$ cat config.mk
export PLATFORM = sky130hd
export DESIGN_NAME = ysyx_issue_ctl
export DESIGN_NICKNAME = d
export VERILOG_FILES = /design/src/rtl/ysyx_issue_ctl_pkg.sv /design/src/rtl/ysyx_scoreboard.sv /design/src/rtl/ysyx_issue_ctl.sv
export SDC_FILE = /design/constraint.sdc
export NUM_CORES = 1
export LEC_CHECK = 0
export BUFFER_PORTS_ARGS = -buffer_cell sky130_fd_sc_hd__buf_2
export CORE_ASPECT_RATIO = 1.75
export CORE_UTILIZATION = 35
export DETAILED_ROUTE_END_ITERATION = 16
export GPL_ROUTABILITY_DRIVEN = 0
export SYNTH_ARGS = -nofsm -noshare
export SYNTH_HDL_FRONTEND = slang
export SYNTH_HIERARCHICAL = 1
export SYNTH_SLANG_ARGS = --single-unit
$ cat constraint.sdc
create_clock -name clock -period 6.3 [get_ports clock]
set_clock_uncertainty 0.1 [all_clocks]
set_input_delay 1.575 -clock clock [delete_from_list [all_inputs] [get_ports clock]]
set_output_delay 1.575 -clock clock [all_outputs]
set_load 0.03 [all_outputs]
$ cat src/rtl/ysyx_issue_ctl_pkg.sv
// ysyx_issue_ctl_pkg: shared issue-control types and defaults
`ifndef YSYX_REG_LEN
`define YSYX_REG_LEN 5
`endif

package ysyx_issue_ctl_pkg;
    localparam int MAX_INFLIGHT_DEF = 4;
    typedef enum logic [1:0] {RUN, DRAIN, SERIAL} issue_state_e;
endpackage

$ cat src/rtl/ysyx_scoreboard.sv
// ysyx_scoreboard: per-register busy bits with set/clear, flush and three read ports
module ysyx_scoreboard #(
    parameter int REG_LEN = 5
) (
    input  logic               clock,
    input  logic               reset,
    input  logic               flush,
    input  logic               set_en,
    input  logic [REG_LEN-1:0] set_idx,
    input  logic               clr_en,
    input  logic [REG_LEN-1:0] clr_idx,
    input  logic [REG_LEN-1:0] rs1,
    input  logic [REG_LEN-1:0] rs2,
    input  logic [REG_LEN-1:0] rd,
    output logic               rs1_busy,
    output logic               rs2_busy,
    output logic               rd_busy
);
    localparam int N = 2 ** REG_LEN;
    logic [N-1:0] busy, set_mask, clr_mask;
    assign set_mask = set_en ? N'(1) << set_idx : '0;
    assign clr_mask = clr_en ? N'(1) << clr_idx : '0;
    // x0 is hard-wired never busy
    always_ff @(posedge clock)
        busy <= (reset || flush) ? '0 : ((busy & ~clr_mask) | set_mask) & ~N'(1);
    assign rs1_busy = busy[rs1];
    assign rs2_busy = busy[rs2];
    assign rd_busy  = busy[rd];
endmodule

$ cat src/rtl/ysyx_issue_ctl.sv
// ysyx_issue_ctl: in-order issue gate with scoreboard hazards, inflight cap and system-uop serialization
`ifndef YSYX_REG_LEN
`define YSYX_REG_LEN 5
`endif

module ysyx_issue_ctl
    import ysyx_issue_ctl_pkg::*;
#(
    parameter int REG_LEN      = `YSYX_REG_LEN,
    parameter int MAX_INFLIGHT = MAX_INFLIGHT_DEF
) (
    input  logic                          clock,
    input  logic                          reset,
    input  logic                          flush,
    input  logic                          in_valid,
    output logic                          in_ready,
    input  logic [REG_LEN-1:0]            in_rs1,
    input  logic                          in_rs1_use,
    input  logic [REG_LEN-1:0]            in_rs2,
    input  logic                          in_rs2_use,
    input  logic [REG_LEN-1:0]            in_rd,
    input  logic                          in_rd_wen,
    input  logic                          in_system,
    output logic                          issue_valid,
    input  logic                          issue_ready,
    input  logic                          commit_valid,
    input  logic [REG_LEN-1:0]            commit_rd,
    input  logic                          commit_wen,
    output logic [$clog2(MAX_INFLIGHT):0] inflight,
    output logic                          stall
);
    localparam int CW = $clog2(MAX_INFLIGHT) + 1;
    localparam logic [CW-1:0] MAX_CNT = CW'(MAX_INFLIGHT);
    issue_state_e state, state_n;
    logic [CW-1:0] inflight_n;
    logic rs1_busy, rs2_busy, rd_busy, hazard, permit, fire, commit_ok;

    ysyx_scoreboard #(.REG_LEN(REG_LEN)) u_sb (
        .clock    (clock),
        .reset    (reset),
        .flush    (flush),
        .set_en   (fire & in_rd_wen),
        .set_idx  (in_rd),
        .clr_en   (commit_valid & commit_wen),
        .clr_idx  (commit_rd),
        .rs1      (in_rs1),
        .rs2      (in_rs2),
        .rd       (in_rd),
        .rs1_busy (rs1_busy),
        .rs2_busy (rs2_busy),
        .rd_busy  (rd_busy)
    );

    assign hazard      = (in_rs1_use & rs1_busy) | (in_rs2_use & rs2_busy) | (in_rd_wen & rd_busy);
    assign permit      = state == RUN && (!in_system || inflight == '0);
    assign issue_valid = !reset && in_valid && !hazard && !flush && inflight < MAX_CNT && permit;
    assign in_ready    = issue_valid & issue_ready;
    assign stall       = !reset && in_valid && !issue_valid;
    assign fire        = in_ready;
    assign commit_ok   = commit_valid && inflight != '0;

    always_comb begin
        inflight_n = (fire && !commit_ok) ? inflight + 1'b1 :
                     (commit_ok && !fire) ? inflight - 1'b1 : inflight;
        state_n = state;
        case (state)
            RUN:     state_n = (fire && in_system) ? SERIAL :
                               (in_valid && in_system && inflight != '0) ? DRAIN : RUN;
            DRAIN:   state_n = inflight == '0 ? RUN : DRAIN;
            SERIAL:  state_n = (commit_ok && inflight == CW'(1)) ? RUN : SERIAL;
            default: state_n = RUN;
        endcase
    end

    always_ff @(posedge clock) begin
        if (reset || flush) begin
            state    <= RUN;
            inflight <= '0;
        end else begin
            state    <= state_n;
            inflight <= inflight_n;
        end
    end
endmodule
==> results.cfg <==
[yosys]
synthFlopType = dfxtp_1
syn_inst = 319
ys_async_sr_fraction = 0
syn_area_sq_mm = 0.00258
yosysSeqAreaShare = 0.279
synth_seq_cells = 36
yosysWarningCount = 6
syn_area_per_cell_sq_um = 8.09
synth_edf_count = 0
yosysUniqueCellTypes = 40
synth_nets = 355

[clock_tree]
cts_tree = done
clock_latency_ns = 0.28
cts_resized = 0
clk_pin_slew_ns = 0.05
clock_path_buffers = 2
cts.hold.buffers_added = 0
clock_sinks = 36
ctsHtreeMaxLevel = 2
numCtsBuffers = 5
cts_root_buf = clkbuf_16
post-cts-setup-buffer-count = 0

[grt]
grt_pass1_wl_microns = 13000
grt_start_max_net_pins = 32
grt_pass1_vias = 2546
antenna_found_initial = 0
grt_overflow = 0
track_usage = 0.230

[layout]
drive_above_1_share = 0.171
final_cell_mix = a21oi_1 (45), dfxtp_1 (36), buf_2 (36)
fill_cells = 773
area_growth_pct = 12.9
finalNonFillerCells = 431
stdcell_area_sq_mm = 0.00291
finalNetCount = 381
antenna_cells = 0
layout_commonest_cell = a21oi_1

[critical_path]
worst-path-buf-inv = 2
worst_path_most_repeated_cell = buf_2
critPathArrivalTime_ns = 3.69
critPathRequiredTime_ns = 4.62
crit_slowest_cell = mux4_2
start_kind = input port
endpoint = in_ready
crit_path_cell_trace = buf_2, mux4_2, nand2b_1, o2111ai_1, nand4_1, a221oi_2, and3_4, and2_2, buf_2
crit_type = input port to output pin
worstSetupStartpoint = in_rd[0]
ff2ff_setup_slack_ns = 3.13
crit_family = simple AND/OR/NAND/NOR gates
slowest_delay_ns = 0.53
worst_r2r_endpoint = u_sb/busy[11]
worst_r2r_path_depth = 11
r2r-start = u_sb/busy[7]
worstSetupEndpointType = output pin
crit_fanout = 17
cp.depth = 9

[sta]
hold_viol = 0
setup_slack_ns = 0.935
slew_viol_final = 0
rsz0062_at_grt = no
setup_viol = 0
relSlewSlack = 0.574
fin_setup_tns_ns = 0
hold_slack_ns = 0.353
tightest_slew_ns = 0.638
max_freq_mhz = 186
period_share = 0.852
layout_min_cycle_time_ns = 5.36

[floorplan]
core_area_sq_mm = 0.00718
die_w_microns = 66.9
rows = 41
die_h_microns = 116
start_util = 0.359
dieArea_sq_mm = 0.00773
io-pin-count = 37

[placed_design]
preCtsSetupSlack_ns = 0.948
port_buffers = 36
dp.cells = 424
dpl_cell_area_sq_mm = 0.00276
hpwl_microns = 6270

[worst_hold_path]
hp-class = flop to flop

[run]
max_cap_violations = 0

[detailed_routing]
drc = 0
drtIter0Drc = 152
routedWlPerCell_microns = 18.7
wl_microns = 8070
ant_nets = 0
routed_via_density = 5.86
num_vias = 2526
dr.pass1.iters = 4

[power_and_ir_drop]
powerDensity_mw_per_mm2 = 194
irDropWorstVdd_v = 0.000153
p_leak_nw = 1.09

[status]
outcome = complete, no violations
[synthesized netlist by cell type, drive strengths merged, types with 3 or more instances]
| master | n | area, sq um |
|---|---|---|
| dfxtp | 36 | 721 |
| o2111ai | 3 | 26.3 |
| and3 | 4 | 30.0 |
| mux2i | 28 | 280 |
| nor2b | 10 | 62.6 |
| nand2b | 10 | 62.6 |
| nor2 | 16 | 60.1 |
| o211ai | 3 | 22.5 |
| o21ai | 33 | 165 |
| nand2 | 31 | 116 |
| mux4 | 9 | 214 |
| clkbuf | 4 | 15.0 |
| inv | 7 | 26.3 |
| nand3b | 4 | 30.0 |
| a21oi | 45 | 225 |
| nand4 | 4 | 25.0 |
| ha | 5 | 62.6 |
| a211oi | 3 | 22.5 |
| nand3 | 22 | 110 |
| buf | 13 | 91.3 |
| a22oi | 6 | 45.0 |
| or2 | 7 | 43.8 |
[routing by layer]
| layer | GRT usage | vias to the layer above | share of wire |
|---|---|---|---|
| li1 | - | 1222 | - |
| met1 | 0.247 | 1187 | 0.37 |
| met2 | 0.395 | 87 | 0.52 |
| met3 | 0.0285 | 30 | 0.037 |
| met4 | 0.182 | 0 | 0.072 |
| met5 | 0 | - | 0 |
[cells by family (layout without fill, tap and decap cells)]
family / count (synthesis) / in the layout / synth area share
multiplexers: 37 / 37 / 0.192
buffers and inverters: 24 / 50 / 0.0514
AO/OA/AOI/OAI: 96 / 96 / 0.208
AND/OR/NAND/NOR: 119 / 119 / 0.239
flip-flops: 36 / 36 / 0.279
XOR/XNOR: 2 / 2 / 0.00679
adder cells (fa/ha/maj): 5 / 5 / 0.0242
[worst register-to-register path, stage by stage (launching register included)]
cell and delay (ns):
dfxtp_1 0.35, mux4_2 0.47, nand2b_1 0.15, o211ai_1 0.11, nand4_1 0.19, a221oi_2 0.32, and3_4 0.24, and3_1 0.21
nand2b_1 0.12, nor3b_1 0.57, nand3_1 0.14, a21oi_1 0.13
[registers in the layout, indices dropped and copies added, names as in the netlist]
register and count:
inflight 3, state 2, u_sb/busy 31
[where the power goes]
part,switching [W],total (W),internal (W)
logic,0.0000507,0.0000793,0.0000286
clock network,0.0000894,0.000255,0.000166
registers,0.00000102,0.000230,0.000229
total,0.000141,0.000564,0.000423
[worst min-delay path by stage]
stage / from / slack (ns) / endpoint / depth (start not counted)
CTS: state[0] / 0.36 / state[1] / 1
finish: state[0] / 0.35 / state[1] / 1
floorplan: state[0] / 0.31 / state[1] / 1
global route: state[0] / 0.37 / state[1] / 1
global placement: state[0] / 0.34 / state[1] / 1
detailed placement: state[0] / 0.35 / state[1] / 1
[area by class of cell]
cell class              instances  area, sq um  share of cell area
multi-input cells             259         1730               0.593
flip-flops and latches         36          721               0.247
repair buffers                 36          180              0.0618
clock buffers                   7          153              0.0524
well taps                      86          108              0.0369
inverters                       7         26.3             0.00902
[metrics by stage]
step / total power, W / util
after floorplan: 0.000288 / -
after global placement: 0.000313 / 0.384
after detailed placement: 0.000313 / 0.384
after CTS: 0.000567 / 0.406
after global routing: 0.000583 / 0.406
final: 0.000564 / 0.406
(Power assumes the default switching activity.)
